## config.mk

```make
export PLATFORM = sky130hd
export DESIGN_NAME = fft_tw_mul
export DESIGN_NICKNAME = d
export VERILOG_FILES = /design/src/rtl/fft_tw_mul.sv
export SDC_FILE = /design/constraint.sdc
export NUM_CORES = 1
export LEC_CHECK = 0
export CAP_MARGIN = 20
export CORE_MARGIN = 4
export CORE_UTILIZATION = 60
export CTS_CLUSTER_DIAMETER = 80
export DETAILED_ROUTE_END_ITERATION = 7
export PLACE_DENSITY = 0.78
export RECOVER_POWER = 25
export SETUP_SLACK_MARGIN = 0.3
export SLEW_MARGIN = 20
export SYNTH_ARGS = -nofsm -noshare
export SYNTH_HDL_FRONTEND = slang
export SYNTH_SLANG_ARGS = --single-unit
```

## constraint.sdc

```tcl
create_clock -name clk -period 5.8 [get_ports clk]
set_input_delay 1.16 -clock clk [delete_from_list [all_inputs] [get_ports clk]]
set_output_delay 1.16 -clock clk [all_outputs]
set_load 0.05 [all_outputs]
```

## src/rtl/fft_tw_mul.sv

```systemverilog
// Streaming complex twiddle multiplier for one radix-2 FFT stage.
// Three register stages: capture, partial products, round/saturate.
module fft_tw_mul #(
    parameter int DIN_W   = 10,
    parameter int TW_W    = 9,
    parameter int TW_FRAC = 7,
    parameter int DOUT_W  = 10,
    parameter int N_TW    = 4,
    parameter int ADDR_W  = 2
) (
    input  logic                     clk,
    input  logic                     rst_n,
    input  logic                     din_valid,
    input  logic                     frame_start,
    input  logic signed [DIN_W-1:0]  din_re,
    input  logic signed [DIN_W-1:0]  din_im,
    output logic [ADDR_W-1:0]        tw_addr,
    input  logic signed [TW_W-1:0]   tw_re,
    input  logic signed [TW_W-1:0]   tw_im,
    output logic                     dout_valid,
    output logic signed [DOUT_W-1:0] dout_re,
    output logic signed [DOUT_W-1:0] dout_im,
    output logic                     sat_flag
);

    localparam int PROD_W = DIN_W + TW_W;
    localparam int SUM_W  = PROD_W + 1;
    localparam logic [ADDR_W-1:0]        LAST_ADDR = ADDR_W'(N_TW - 1);
    localparam logic signed [SUM_W-1:0]  RND       = SUM_W'(2 ** (TW_FRAC - 1));
    localparam logic signed [DOUT_W-1:0] OUT_MAX   = {1'b0, {(DOUT_W-1){1'b1}}};
    localparam logic signed [DOUT_W-1:0] OUT_MIN   = {1'b1, {(DOUT_W-1){1'b0}}};

    logic [ADDR_W-1:0] idx;
    logic              start;

    logic                    s1_valid;
    logic signed [DIN_W-1:0] s1_re, s1_im;
    logic signed [TW_W-1:0]  s1_twr, s1_twi;

    logic                     s2_valid;
    logic signed [PROD_W-1:0] s2_rr, s2_ii, s2_ri, s2_ir;

    logic signed [SUM_W-1:0]  pre_re, pre_im, sh_re, sh_im;
    logic signed [DOUT_W-1:0] q_re, q_im;
    logic                     clip_re, clip_im;

    // A frame_start sample always uses twiddle 0, even before the counter wraps.
    assign start   = din_valid & frame_start;
    assign tw_addr = start ? '0 : idx;

    always_ff @(posedge clk or negedge rst_n) begin
        if (!rst_n) begin
            idx <= '0;
        end else if (din_valid) begin
            idx <= (tw_addr == LAST_ADDR) ? '0 : tw_addr + ADDR_W'(1);
        end
    end

    always_ff @(posedge clk or negedge rst_n) begin
        if (!rst_n) begin
            s1_valid <= 1'b0;
            s1_re    <= '0;
            s1_im    <= '0;
            s1_twr   <= '0;
            s1_twi   <= '0;
        end else begin
            s1_valid <= din_valid;
            if (din_valid) begin
                s1_re  <= din_re;
                s1_im  <= din_im;
                s1_twr <= tw_re;
                s1_twi <= tw_im;
            end
        end
    end

    always_ff @(posedge clk or negedge rst_n) begin
        if (!rst_n) begin
            s2_valid <= 1'b0;
            s2_rr    <= '0;
            s2_ii    <= '0;
            s2_ri    <= '0;
            s2_ir    <= '0;
        end else begin
            s2_valid <= s1_valid;
            if (s1_valid) begin
                s2_rr <= PROD_W'(s1_re) * PROD_W'(s1_twr);
                s2_ii <= PROD_W'(s1_im) * PROD_W'(s1_twi);
                s2_ri <= PROD_W'(s1_re) * PROD_W'(s1_twi);
                s2_ir <= PROD_W'(s1_im) * PROD_W'(s1_twr);
            end
        end
    end

    // Round half-up then floor-shift; the extra sum bit keeps -max*-max exact.
    function automatic logic [DOUT_W:0] saturate(input logic signed [SUM_W-1:0] v);
        if (v > SUM_W'(OUT_MAX)) begin
            return {1'b1, OUT_MAX};
        end else if (v < SUM_W'(OUT_MIN)) begin
            return {1'b1, OUT_MIN};
        end
        return {1'b0, v[DOUT_W-1:0]};
    endfunction

    always_comb begin
        pre_re = SUM_W'(s2_rr) - SUM_W'(s2_ii);
        pre_im = SUM_W'(s2_ri) + SUM_W'(s2_ir);
        sh_re  = (pre_re + RND) >>> TW_FRAC;
        sh_im  = (pre_im + RND) >>> TW_FRAC;
        {clip_re, q_re} = saturate(sh_re);
        {clip_im, q_im} = saturate(sh_im);
    end

    always_ff @(posedge clk or negedge rst_n) begin
        if (!rst_n) begin
            dout_valid <= 1'b0;
            dout_re    <= '0;
            dout_im    <= '0;
        end else begin
            dout_valid <= s2_valid;
            if (s2_valid) begin
                dout_re <= q_re;
                dout_im <= q_im;
            end
        end
    end

    // A clip landing on the same edge as a new frame's first sample must survive.
    always_ff @(posedge clk or negedge rst_n) begin
        if (!rst_n) begin
            sat_flag <= 1'b0;
        end else if (s2_valid && (clip_re || clip_im)) begin
            sat_flag <= 1'b1;
        end else if (start) begin
            sat_flag <= 1'b0;
        end
    end

endmodule

```

Word level (Yosys, flattened, before mapping)
Cells that the tools add are included.
W data, S select, Z words.
{"block": "totals", "regBits": 140, "inputBits": 42}
{"block": "op_classes", "addsub": 5, "n_mul": 4, "magnitude_cmp": 4, "n_eq_ne": 1, "muxes": 14, "bitwise": 1, "n_reduce_logical": 3}
{"operator": "$mul A10 B9 Y19", "n": 4}
{"operator": "$mux W11", "n": 6}
{"operator": "$add A20 B8 Y20 const B", "n": 2}
{"operator": "$gt A13 B10 Y1 const B", "n": 2}
{"operator": "$lt A13 B10 Y1 const B", "n": 2}
{"operator": "$add A19 B19 Y20", "n": 1}
{"operator": "$sub A19 B19 Y20", "n": 1}
{"operator": "$mux W1", "n": 6}
{"operator": "$mux W2", "n": 2}
{"operator": "$add A2 B1 Y2 const B", "n": 1}
{"operator": "$eq A2 B2 Y1 const B", "n": 1}
{"operator": "$reduce_bool A2 Y1", "n": 1}
{"operator": "$and A1 B1 Y1", "n": 1}
{"operator": "$logic_and A1 B1 Y1", "n": 1}
{"operator": "$logic_or A1 B1 Y1", "n": 1}

Logic depth before layout (Yosys ltp)
Gate-level depths: netlist of run 1.
{"block": "depth", "ltp_word": 9, "mapped_depth": 23}

Worst setup path after synthesis of run 1
OpenSTA, ideal clock, no wires.
{"block": "synth_path", "kind": "reg-to-reg", "from": "reg s1_im[7]", "to": "reg s2_ii[18]", "setup_ps": 125, "t_arrival_ps": 5091, "path_slack_ps": 585, "stages_incl_launch_ff": 21, "path_buffers": 2, "path_cell_list": "dfrtp_1 > clkbuf_1 > clkbuf_1 > nand2_1 > fa_1 > inv_1 > fa_1 > inv_1 > fa_1 > inv_1 > fa_1 > fa_1 > ha_1 > inv_1 > o21ai_0 > a21oi_1 > o21ai_0 > a211oi_1 > o31ai_1 > xnor2_1 > mux2_2"}
{"block": "synth_between", "elab_chain_cells": 1}
{"item": "from (decl)", "line": "37", "text": "logic signed [DIN_W-1:0] s1_re, s1_im;"}
{"item": "from (signal assigned)", "line": "70", "text": "s1_im <= din_im;"}
{"item": "$mul A10 B9 Y19", "line": "88", "text": "s2_ii <= PROD_W'(s1_im) * PROD_W'(s1_twi);"}
{"item": "to (signal assigned)", "line": "88"}
{"item": "to (decl)", "line": "41", "text": "logic signed [PROD_W-1:0] s2_rr, s2_ii, s2_ri, s2_ir;"}
No other way between the ends.
A chain may end at the register's enable or synchronous reset.

Worst setup path after layout of run 1
{"block": "layout_path", "from": "reg s1_twr[5]", "to": "reg s2_rr[18]"}
{"block": "layout_between", "elab_chain_cells": 1}
{"item": "from (decl)", "line": "38", "text": "logic signed [TW_W-1:0] s1_twr, s1_twi;"}
{"item": "from (signal assigned)", "line": "71", "text": "s1_twr <= tw_re;"}
{"item": "$mul A10 B9 Y19", "line": "87", "text": "s2_rr <= PROD_W'(s1_re) * PROD_W'(s1_twr);"}
{"item": "to (signal assigned)", "line": "87"}
{"item": "to (decl)", "line": "41"}
No other way between the ends.

==> impl_metrics.py, run 1 <==
metrics = {
    "run_status": {
        "outcome": "complete, but fails checks",
        "violations": "max-capacitance violations, max-slew violations",
    },
    "sta": {
        "max_freq_mhz": 185,
        "fin_crit_sh": 0.932,
        "fin_crit_ps": 5410,
        "rsz0062_at_grt": "yes",
        "finalClockSkew_ps": 9.18,
        "slew_violations": 170,
        "final.setup.tns_ps": 0,
        "setup_viol_count_final": 0,
        "relSlewSlack": -1.92,
        "worst_pin_slew_ps": 4380,
        "finalHoldViolCount": 0,
    },
    "routing": {
        "via_per_inst": 5.64,
        "ant_nets": 0,
        "initialDrtViolationCount": 1079,
        "drcViolationCount": 0,
        "drt_pre_antenna_iters": 5,
        "vias": 14800,
        "avgRoutedWirePerCell_um": 18.6,
        "wl_mm": 48.6,
    },
    "logic_synthesis": {
        "syn_nets": 2676,
        "yosys_warnings": 0,
        "seq_area_frac_synth": 0.174,
        "netlist_instances": 2096,
        "syn_area_sq_mm": 0.0202,
        "ys_top_cells_by_area": "fa_1, dfrtp_1, ha_1",
        "yosys.area.top_type_share": 0.306,
        "syn_avg_cell_area_sq_um": 9.62,
        "ys_ff_latch": 140,
        "yosys.area.top_type": "fa_1",
        "synthArstFlopShare": 1.00,
        "ys_types": 71,
        "synth_edf_count": 0,
        "ys.flop_type": "dfrtp_1",
    },
    "worst_setup_path": {
        "arrival_ps": 5560,
        "cpMaxStageDelayCell": "fa_1",
        "cp_num_buf_inv": 4,
        "crit_type": "reg -> reg",
        "crit_required_ps": 5960,
        "critPathTopFamily": "adder cells",
        "cp_max_fo": 11,
        "critPathMostFrequentCell": "fa_1",
        "slowest_delay_ps": 680,
        "cp-end-kind": "flip-flop",
        "critPathLaunchType": "flip-flop",
        "path_cells": "buf_4, buf_4, and2_1, fa_1, fa_1, fa_1, inv_1, fa_1, inv_1, ha_1, ha_1, and3_1, a21oi_1, o211ai_1, a31oi_1, xnor2_1, mux2i_1",
    },
    "grt": {
        "grt_pass1_vias": 15700,
        "grt_first_pass_wirelength_mm": 80.4,
        "busiest_layer": "met2",
        "antenna_found_initial": 1,
        "grtUsageMet1": 0.385,
        "use_met2": 0.448,
        "gr-usage-all-layers": 0.281,
        "use_met3": 0.0467,
        "grt_start_max_net_pins": 83,
        "grt-ovfl-total": 0,
    },
    "floorplan": {
        "std_cell_rows": 66,
        "die_area_sq_mm": 0.0366,
        "io_pins": 66,
        "core-area_sq_mm": 0.0329,
        "start_util": 0.613,
        "die_width_um": 191,
        "die_h_um": 191,
    },
    "cts": {
        "cts_buffer_depth": 2,
        "cts_buffers": 17,
        "insertion_delay_ps": 460,
        "cts_tree": "built",
        "cts.sinks": 140,
        "clk_transition_reported_paths_ps": 60,
        "cts_htree_levels": 4,
        "root_buffer": "clkbuf_16",
    },
    "cells_and_area": {
        "seq_area_sq_mm": 0.00355,
        "nNetsFinal": 2741,
        "multiInputGateArea_sq_mm": 0.0149,
        "drive_gt1_frac": 0.111,
        "fillers": 2597,
        "stdcell_area_sq_mm": 0.0223,
        "syn_to_final_growth_pct": 10.4,
        "fin_cells": 2616,
        "diodes": 0,
        "final_core_util": 0.677,
    },
    "place": {
        "place_congestion": 0.918,
        "placed_cell_area_sq_mm": 0.0214,
        "place_inst": 2568,
        "dpl.hpwl_mm": 38.5,
        "portBuffers": 65,
    },
    "flow_run": {
        "cap_viol_max_count": 3,
    },
    "min_path": {
        "min_path_type": "reg -> reg",
    },
}
==> routing by layer <==
layer,routed length [um],part of all wire
met4,2090,0.043
met5,0,0
met3,3800,0.078
met1,19900,0.41
met2,22800,0.47
==> flip-flops by register name, summed over array words and instances (netlist names) <==
register and flops:
s2_ii 19, s1_twi 9, s1_valid 1, s1_twr 9, s2_valid 1, sat_flag 1, s2_ir 19, dout_re 10
s1_re 10, dout_valid 1, s2_rr 19, dout_im 10, s2_ri 19, s1_im 10, idx 2
==> synthesized netlist by cell type, types with 20 or more instances <==
cell type / n
a21oi_1: 55
inv_1: 389
xor2_1: 20
o21ai_0: 55
mux2_2: 76
and2_1: 142
dfrtp_1: 140
nand2_1: 226
clkbuf_1: 84
xnor2_1: 64
ha_1: 230
fa_1: 308
nor2_1: 88
==> tightest hold or removal path: stages, from the launching register on <==
cell and delay, ps:
dfrtp_1 340, nand2_1 50, o31ai_1 50
==> stage by stage <==
stage               worst slack (ps)  hold slack [ps]
floorplan                        585              352
global placement                 337              472
detailed placement               133              476
CTS                              300              491
global route                     156              504
finish                           393              483
==> area by class of cell <==
type	count	share of cell area
tap	442	0.0248
sequential	140	0.159
clock inverter	12	0.00837
inverter	390	0.0658
clock buffer	20	0.0201
multi-input combinational	1474	0.668
timing repair buffer	138	0.0537
==> kinds of logic (layout without fill, tap and decap cells) <==
logic type / Yosys count / count (layout) / synth area share
buf+inv: 482 / 560 / 0.0902
simple gates: 540 / 540 / 0.129
xor+xnor: 84 / 84 / 0.0365
flops: 140 / 140 / 0.174
compound gates: 228 / 228 / 0.0752
mux: 84 / 84 / 0.0464
fa+ha+maj: 538 / 538 / 0.449
==> what timing repair did <==
action,in CTS,in global routing
cloned,0,0
pin swaps,0,2
setup buffers,0,16
hold endpoints to repair,0,0
gates resized for setup,7,40
hold buffers,0,0
setup endpoints to repair,15,22
==> cells in the final DEF (no fill, tap or decap), types with 8 or more instances in the layout <==
| master | netlist | layout |
|---|---|---|
| a21o_1 | 13 | 13 |
| a21oi_1 | 55 | 54 |
| a31oi_1 | 10 | 10 |
| and2_1 | 142 | 142 |
| buf_4 | 1 | 69 |
| clkbuf_16 | 0 | 17 |
| clkdlybuf4s50_1 | 0 | 63 |
| dfrtp_1 | 140 | 114 |
| dfrtp_2 | 0 | 22 |
| fa_1 | 308 | 308 |
| ha_1 | 230 | 230 |
| inv_1 | 389 | 389 |
| mux2_2 | 76 | 76 |
| mux2i_1 | 8 | 8 |
| nand2_1 | 226 | 226 |
| nand2b_1 | 13 | 13 |
| nand3_1 | 16 | 16 |
| nor2_1 | 88 | 88 |
| nor3_1 | 16 | 16 |
| o21a_1 | 12 | 11 |
| o21ai_0 | 55 | 46 |
| o21ai_1 | 9 | 18 |
| xnor2_1 | 64 | 63 |
| xor2_1 | 20 | 19 |
==> worst paths after layout <==
check | startpoint | to | slack (ps) | cells after the start
setup / recovery | s1_twr[5] | s2_rr[18] | 390 | 17
hold / removal | s2_ri[18] | s2_ri[18] | 480 | 2
setup reg to reg | s1_twr[5] | s2_rr[18] | 390 | 17
hold reg to reg | s2_ri[18] | s2_ri[18] | 480 | 2
max in group asynchronous | rst_n | s1_valid | 1380 | 1
min in group asynchronous | rst_n | dout_re[9] | 2020 | 1
Power of run 1 is left out: the tool's default activity adds up to more than one toggle a clock period on the data nets, which glitch-free logic cannot reach.
==> run 2, diff against run 1 <==
--- a/config.mk
+++ b/config.mk
@@ -9,6 +9,7 @@
 export CORE_MARGIN = 4
 export CORE_UTILIZATION = 60
 export CTS_CLUSTER_DIAMETER = 80
+export CTS_CLUSTER_SIZE = 24
 export DETAILED_ROUTE_END_ITERATION = 7
 export PLACE_DENSITY = 0.78
 export RECOVER_POWER = 25
==> results of run 2 <==
Final layout, timing and power as in run 1 (identical DEF).
Power of run 2 is left out for the same reason.
==> run 3, diff against run 2 <==
--- a/config.mk
+++ b/config.mk
@@ -8,7 +8,7 @@
 export CAP_MARGIN = 20
 export CORE_MARGIN = 4
 export CORE_UTILIZATION = 60
-export CTS_CLUSTER_DIAMETER = 80
+export CTS_CLUSTER_DIAMETER = 200
 export CTS_CLUSTER_SIZE = 24
 export DETAILED_ROUTE_END_ITERATION = 7
 export PLACE_DENSITY = 0.78
==> results of run 3 <==
Final layout, timing and power as in run 1 (identical DEF).
Power of run 3 is left out for the same reason.
